## config.mk

```make
export PLATFORM = sky130hd
export DESIGN_NAME = warp_rr_arbiter
export DESIGN_NICKNAME = d
export VERILOG_FILES = /design/src/rtl/defines.sv /design/src/rtl/rr_priority_select.sv /design/src/rtl/warp_rr_arbiter_chk.sv /design/src/rtl/warp_rr_arbiter.sv
export SDC_FILE = /design/constraint.sdc
export NUM_CORES = 1
export LEC_CHECK = 0
export ABC_AREA = 1
export CAP_MARGIN = 20
export CORE_MARGIN = 2
export CORE_UTILIZATION = 40
export DETAILED_ROUTE_END_ITERATION = 12
export PLACE_DENSITY = 0.63
export SETUP_SLACK_MARGIN = 0.15
export SYNTH_ARGS = -nofsm -noshare
export SYNTH_HDL_FRONTEND = slang
export SYNTH_HIERARCHICAL = 1
export SYNTH_SLANG_ARGS = --single-unit
```

## constraint.sdc

```tcl
create_clock -name clk -period 4.3 [get_ports clk]
set_input_delay 0.86 -clock clk [delete_from_list [all_inputs] [get_ports clk]]
set_output_delay 0.86 -clock clk [all_outputs]
set_load 0.05 [all_outputs]
```

## src/rtl/defines.sv

```systemverilog
// Shared SM-level definitions for the warp issue arbiter.
// Optional feature macro: WARP_ARB_BURST_EN (burst retention).
package defines;

  localparam int NUM_WARPS_PER_SM   = 4;
  localparam int WARP_ARB_MAX_BURST = 4;

  typedef logic [$clog2(NUM_WARPS_PER_SM)-1:0] warp_idx_t;

  // ARB: grant follows the requests; HOLD: grant frozen until accepted
  typedef enum logic {
    ARB_S  = 1'b0,
    HOLD_S = 1'b1
  } arb_state_t;

endpackage

```

## src/rtl/rr_priority_select.sv

```systemverilog
// Combinational rotating priority select: scans the request vector starting
// at i_start, wrapping modulo N, and returns the first set requester.
module rr_priority_select #(
  parameter  int N = 4,
  localparam int W = $clog2(N)
) (
  input  logic [N-1:0] i_req,
  input  logic [W-1:0] i_start,
  output logic [N-1:0] o_grant_oh,
  output logic [W-1:0] o_grant_idx,
  output logic         o_valid
);

  logic [N-1:0] w_rot;
  logic [W:0]   w_off;
  logic [W:0]   w_sum;

  // Rotate so i_start lands at bit 0, find lowest set bit, map back to index
  always_comb begin
    w_rot = N'({i_req, i_req} >> i_start);
    w_off = '0;
    for (int i = N - 1; i >= 0; i--) begin
      w_off = w_rot[i] ? (W+1)'(i) : w_off;
    end
    w_sum = {1'b0, i_start} + w_off;
    if (w_sum >= (W+1)'(N)) begin
      w_sum = w_sum - (W+1)'(N);
    end else begin
      w_sum = w_sum;
    end
    o_valid = |i_req;
    if (o_valid) begin
      o_grant_idx = w_sum[W-1:0];
      o_grant_oh  = N'(1) << w_sum[W-1:0];
    end else begin
      o_grant_idx = '0;
      o_grant_oh  = '0;
    end
  end

endmodule

```

## src/rtl/warp_rr_arbiter_chk.sv

```systemverilog
// Protocol checker: a requester whose grant is frozen must keep requesting.
module warp_rr_arbiter_chk #(
  parameter int NUM_REQ = 4
) (
  input logic               i_clk,
  input logic               i_reset,
  input logic               i_hold,
  input logic [NUM_REQ-1:0] i_held_oh,
  input logic [NUM_REQ-1:0] i_request
);

  a_req_kept_in_hold: assert property (
    @(posedge i_clk) disable iff (i_reset)
    i_hold |-> ((i_request & i_held_oh) == i_held_oh)
  );

endmodule

```

## src/rtl/warp_rr_arbiter.sv

```systemverilog
// Round-robin warp issue arbiter with valid/ready grant hold.
// Optional feature macro: WARP_ARB_BURST_EN keeps the last accepted warp
// granted for up to MAX_BURST consecutive accepted issues.
module warp_rr_arbiter
  import defines::*;
#(
  parameter  int NUM_REQ   = NUM_WARPS_PER_SM,
  parameter  int MAX_BURST = WARP_ARB_MAX_BURST,
  localparam int IDX_W     = $clog2(NUM_REQ),
  localparam int CNT_W     = $clog2(MAX_BURST + 1)
) (
  input  logic               clk,
  input  logic               reset,
  input  logic [NUM_REQ-1:0] request,
  input  logic               grant_ready,
  output logic [NUM_REQ-1:0] grantOH,
  output logic               grant_valid,
  output logic [IDX_W-1:0]   grant_idx
);

  arb_state_t         r_state;
  arb_state_t         w_state_nxt;
  logic [IDX_W-1:0]   r_last_idx;
  logic [NUM_REQ-1:0] r_held_oh;
  logic [IDX_W-1:0]   w_next_idx;
  logic [IDX_W-1:0]   w_start;
  logic [IDX_W-1:0]   w_held_idx;
  logic [NUM_REQ-1:0] w_arb_oh;
  logic [IDX_W-1:0]   w_arb_idx;
  logic               w_arb_valid;
  logic               w_accept;
  logic               w_capture;

  assign w_next_idx = (r_last_idx == IDX_W'(NUM_REQ - 1)) ? '0 : r_last_idx + IDX_W'(1);
  assign w_accept   = grant_valid && grant_ready;
  assign w_capture  = (r_state == ARB_S) && w_arb_valid && !grant_ready;

`ifdef WARP_ARB_BURST_EN
  logic [CNT_W-1:0] r_burst_cnt;

  // Scan start: stay on the last accepted warp while its burst budget lasts
  always_comb begin
    if ((r_burst_cnt != CNT_W'(0)) && (r_burst_cnt < CNT_W'(MAX_BURST)) && request[r_last_idx]) begin
      w_start = r_last_idx;
    end else begin
      w_start = w_next_idx;
    end
  end

  // Burst counter: zero means no acceptance since reset; saturates at MAX_BURST
  always_ff @(posedge clk) begin
    if (reset) begin
      r_burst_cnt <= '0;
    end else if (w_accept) begin
      if ((r_burst_cnt != CNT_W'(0)) && (grant_idx == r_last_idx)) begin
        r_burst_cnt <= (r_burst_cnt == CNT_W'(MAX_BURST)) ? r_burst_cnt : r_burst_cnt + CNT_W'(1);
      end else begin
        r_burst_cnt <= CNT_W'(1);
      end
    end else begin
      r_burst_cnt <= r_burst_cnt;
    end
  end
`else
  // Pure round-robin: always scan from the warp after the last accepted one
  always_comb begin
    w_start = w_next_idx;
  end
`endif

  rr_priority_select #(
    .N (NUM_REQ)
  ) u_sel (
    .i_req       (request),
    .i_start     (w_start),
    .o_grant_oh  (w_arb_oh),
    .o_grant_idx (w_arb_idx),
    .o_valid     (w_arb_valid)
  );

  // State register
  always_ff @(posedge clk) begin
    if (reset) begin
      r_state <= ARB_S;
    end else begin
      r_state <= w_state_nxt;
    end
  end

  // Next-state: freeze an unaccepted grant, release it once accepted
  always_comb begin
    w_state_nxt = r_state;
    case (r_state)
      ARB_S:   w_state_nxt = w_capture ? HOLD_S : ARB_S;
      HOLD_S:  w_state_nxt = grant_ready ? ARB_S : HOLD_S;
      default: w_state_nxt = ARB_S;
    endcase
  end

  // Pointer and frozen-grant registers
  always_ff @(posedge clk) begin
    if (reset) begin
      r_last_idx <= IDX_W'(NUM_REQ - 1);
      r_held_oh  <= '0;
    end else begin
      r_last_idx <= w_accept ? grant_idx : r_last_idx;
      r_held_oh  <= w_capture ? w_arb_oh : r_held_oh;
    end
  end

  // Binary index of the frozen one-hot grant
  always_comb begin
    w_held_idx = '0;
    for (int i = 0; i < NUM_REQ; i++) begin
      w_held_idx = w_held_idx | (r_held_oh[i] ? IDX_W'(i) : IDX_W'(0));
    end
  end

  // Outputs: reset drops the grant immediately; HOLD presents the frozen grant
  always_comb begin
    grantOH     = '0;
    grant_valid = 1'b0;
    grant_idx   = '0;
    if (reset) begin
      grantOH     = '0;
      grant_valid = 1'b0;
      grant_idx   = '0;
    end else begin
      case (r_state)
        ARB_S: begin
          grantOH     = w_arb_oh;
          grant_valid = w_arb_valid;
          grant_idx   = w_arb_idx;
        end
        HOLD_S: begin
          grantOH     = r_held_oh;
          grant_valid = 1'b1;
          grant_idx   = w_held_idx;
        end
        default: begin
          grantOH     = '0;
          grant_valid = 1'b0;
          grant_idx   = '0;
        end
      endcase
    end
  end

  warp_rr_arbiter_chk #(
    .NUM_REQ (NUM_REQ)
  ) u_chk (
    .i_clk     (clk),
    .i_reset   (reset),
    .i_hold    (r_state == HOLD_S),
    .i_held_oh (r_held_oh),
    .i_request (request)
  );

endmodule
```

==> impl_metrics.env <==
export IMPL_drc=0
export IMPL_syn_area_um2=671
export IMPL_io_buffers=13
export IMPL_ys_seq_area_share_pct=20.9
export IMPL_design_power_total_mw=0.444
export IMPL_crit_path_end_kind="output port"
export IMPL_grt_pass1_wl_mm=2.55
export IMPL_start_util_pct=43.5
export IMPL_multiInputGateArea_um2=433
export IMPL_combPwrFrac_pct=68.9
export IMPL_grt_usage_pct=16.9
export IMPL_path_max_fanout=3
export IMPL_dpl_cell_area_um2=868
export IMPL_yosys_top_cells_area="nand2_1 (22%), dfxtp_1 (21%), inv_1 (12%)"
export IMPL_power_density_mw_per_mm2=494
export IMPL_ant_nets=0
export IMPL_fin_crit_ns=3.94
export IMPL_slew_violations=0
export IMPL_synthCells=123
export IMPL_mostFrequentLayoutCells="nand2_1 (40), inv_1 (22), nand3_1 (16)"
export IMPL_path_cells="clkdlybuf4s50_1 > nand2_1 > nand3_1 > nand2_2 > nand3_1 > a21boi_0 > ha_1 > xor2_1 > nand2_1 > nand2_2 > nand2_2 > nor2_1 > nand2_1 > a21oi_1 > buf_12"
export IMPL_chipWidth_um=44.9
export IMPL_tritoncts="built"
export IMPL_cts_hold_buffers=0
export IMPL_dieArea_mm2=0.00202
export IMPL_cp_arrival_ns=3.08
export IMPL_setup_tns_ns=0
export IMPL_p_clk_share_pct=13.4
export IMPL_setup_violations=0
export IMPL_path_class="in -> out"
export IMPL_die_y_um=44.9
export IMPL_rsz0062_at_grt="no"
export IMPL_netSwitchingFraction_pct=48.5
export IMPL_vias=739
export IMPL_rows=14
export IMPL_ff_latch_area_um2=140
export IMPL_synth_distinct_cells=17
export IMPL_final_cell_count_no_fill=156
export IMPL_syn_to_final_growth_pct=34.0
export IMPL_avgSynthCellArea_um2=5.45
export IMPL_cpPeakStageDelay_ns=0.44
export IMPL_p_leak_nw=0.490
export IMPL_antenna_found_initial=0
export IMPL_final_common_cell="nand2_1"
export IMPL_p_int_mw=0.229
export IMPL_status="completed"
export IMPL_n_fill_cell=147
export IMPL_clk_pin_slew_ns=0.05
export IMPL_hold_violations=0
export IMPL_wl_mm=1.45
export IMPL_ys_seq_elements=7
export IMPL_clock_path_buffers=2
export IMPL_dpl_hpwl_mm=1.19
export IMPL_wl_per_cell_um=9.27
export IMPL_synth_top_cell_by_area="nand2_1"
export IMPL_routed_via_density=4.74
export IMPL_layout_nets=150
export IMPL_io_pins=14
export IMPL_crit_slowest_cell="clkdlybuf4s50_1"
export IMPL_numCtsBuffers=3
export IMPL_skew_ns=0.00480
export IMPL_drt_iter0_drc=17
export IMPL_cts_root_buffer="clkbuf_4"
export IMPL_finalWeightedCongestion=0.823
export IMPL_coreArea_mm2=0.00154
export IMPL_seqPwrFrac_pct=17.7
export IMPL_synth_nets=132
export IMPL_reg2reg_slack_ns=1.79
export IMPL_synth_warnings=6
export IMPL_start_kind="input port"
export IMPL_max_cap_viol_count=0
export IMPL_num_antenna_cells=0
export IMPL_synth_top_area_share_pct=22.4
export IMPL_tightest_slew_ns=0.489
export IMPL_fmax_ghz=0.254
export IMPL_placedCellCount=152
export IMPL_cts_sink_count=7
export IMPL_grt_ovfl_total=0
export IMPL_worst_ir_drop_vdd_mv=0.286
export IMPL_relSlewSlack_pct=67.3
export IMPL_crit_required_ns=3.44
export IMPL_drtPass1Iterations=4
export IMPL_grt_max_degree=11
export IMPL_grt_pass1_vias=653
export IMPL_drive_gt1_share_pct=17.1
export IMPL_fin_crit_sh_pct=91.5
export IMPL_fin_area_um2=898
export IMPL_cts_htree_levels=1
export IMPL_power_switching_mw=0.215
export IMPL_hold_class="reg -> reg"
export IMPL_clkLatencyLatePin_ns=0.25
==> cell usage after synthesis, drive strengths merged <==
| cell type | n |
|---|---|
| xor2 | 1 |
| ha | 2 |
| nand3 | 17 |
| dfxtp | 7 |
| inv | 27 |
| nand2 | 45 |
| or2 | 2 |
| a21oi | 4 |
| a31oi | 1 |
| nor4 | 1 |
| nor3 | 1 |
| nor2 | 13 |
| o21ai | 1 |
| a21boi | 1 |
==> critical path, delay by kind of cell <==
kind,cells,cell delay (ns)
simple gates,9,0.81
buf+inv,2,0.62
fa+ha+maj,1,0.18
xor+xnor,1,0.19
compound gates,2,0.41
==> registers in the layout, summed over array words and instances (netlist names) <==
name / count
r_state: 1
r_held_oh: 4
r_last_idx: 2
==> cell type report <==
type                            instances  share of cell area, %
Multi-Input combinational cell         89                   48.2
Timing Repair Buffer                   13                   19.8
Sequential cell                         7                   15.6
Inverter                               27                   11.3
Clock buffer                            4                   2.92
Tap cell                               16                   2.23
==> cell families after synthesis <==
family          Yosys count  share of synthesized area [%]
simple gates             79                           53.2
buf+inv                  27                           15.1
xor+xnor                  1                           1.31
flops                     7                           20.9
fa+ha+maj                 2                           3.73
compound gates            7                           5.78
==> worst paths after layout <==
check,from,end,cells after the start
worst max register to register,r_last_idx[0]$_SDFFE_PP1P_,r_last_idx[1]$_SDFFE_PP1P_,19
worst max-delay path,request[1],grantOH[2],15
worst min register to register,r_held_oh[1]$_SDFFE_PP0P_,r_held_oh[1]$_SDFFE_PP0P_,4
worst min-delay path,r_held_oh[1]$_SDFFE_PP0P_,r_held_oh[1]$_SDFFE_PP0P_,4
==> metrics by stage <==
step / hold slack, ns / worst slack, ns / utilization, %
2_1_floorplan: 0.486 / 0.622 / -
3_3_place_gp: 0.498 / 0.378 / 56.3
3_5_place_dp: 0.499 / 0.355 / 56.3
4_1_cts: 0.509 / 0.352 / 58.0
5_1_grt: 0.565 / 0.153 / 58.3
6_report: 0.507 / 0.364 / 58.3
==> metal layers <==
metal | GRT usage, % | wire length (um)
met2 | 25.7 | 624
met5 | 0 | 0
met3 | 6.40 | 93
met1 | 23.5 | 728
met4 | 1.76 | 0
==> timing repair <==
item / 4_1_cts / 5_1_grt
endpoints found under the hold margin: 0 / 0
endpoints found under the setup margin: 0 / 1
gates resized for setup: 0 / 1
buffers inserted: 0 / 0
==> power by group through the flow <==
stage	clock network (mW)	logic, mW	registers [mW]
6_report	0.0594	0.306	0.0785
5_1_grt	0.0659	0.337	0.0799
4_1_cts	0.0614	0.305	0.0786
3_5_place_dp	0	0.304	0.0800
3_3_place_gp	0	0.303	0.0796
2_1_floorplan	0	0.211	0.0786
Power figures use the tool's default switching activity.
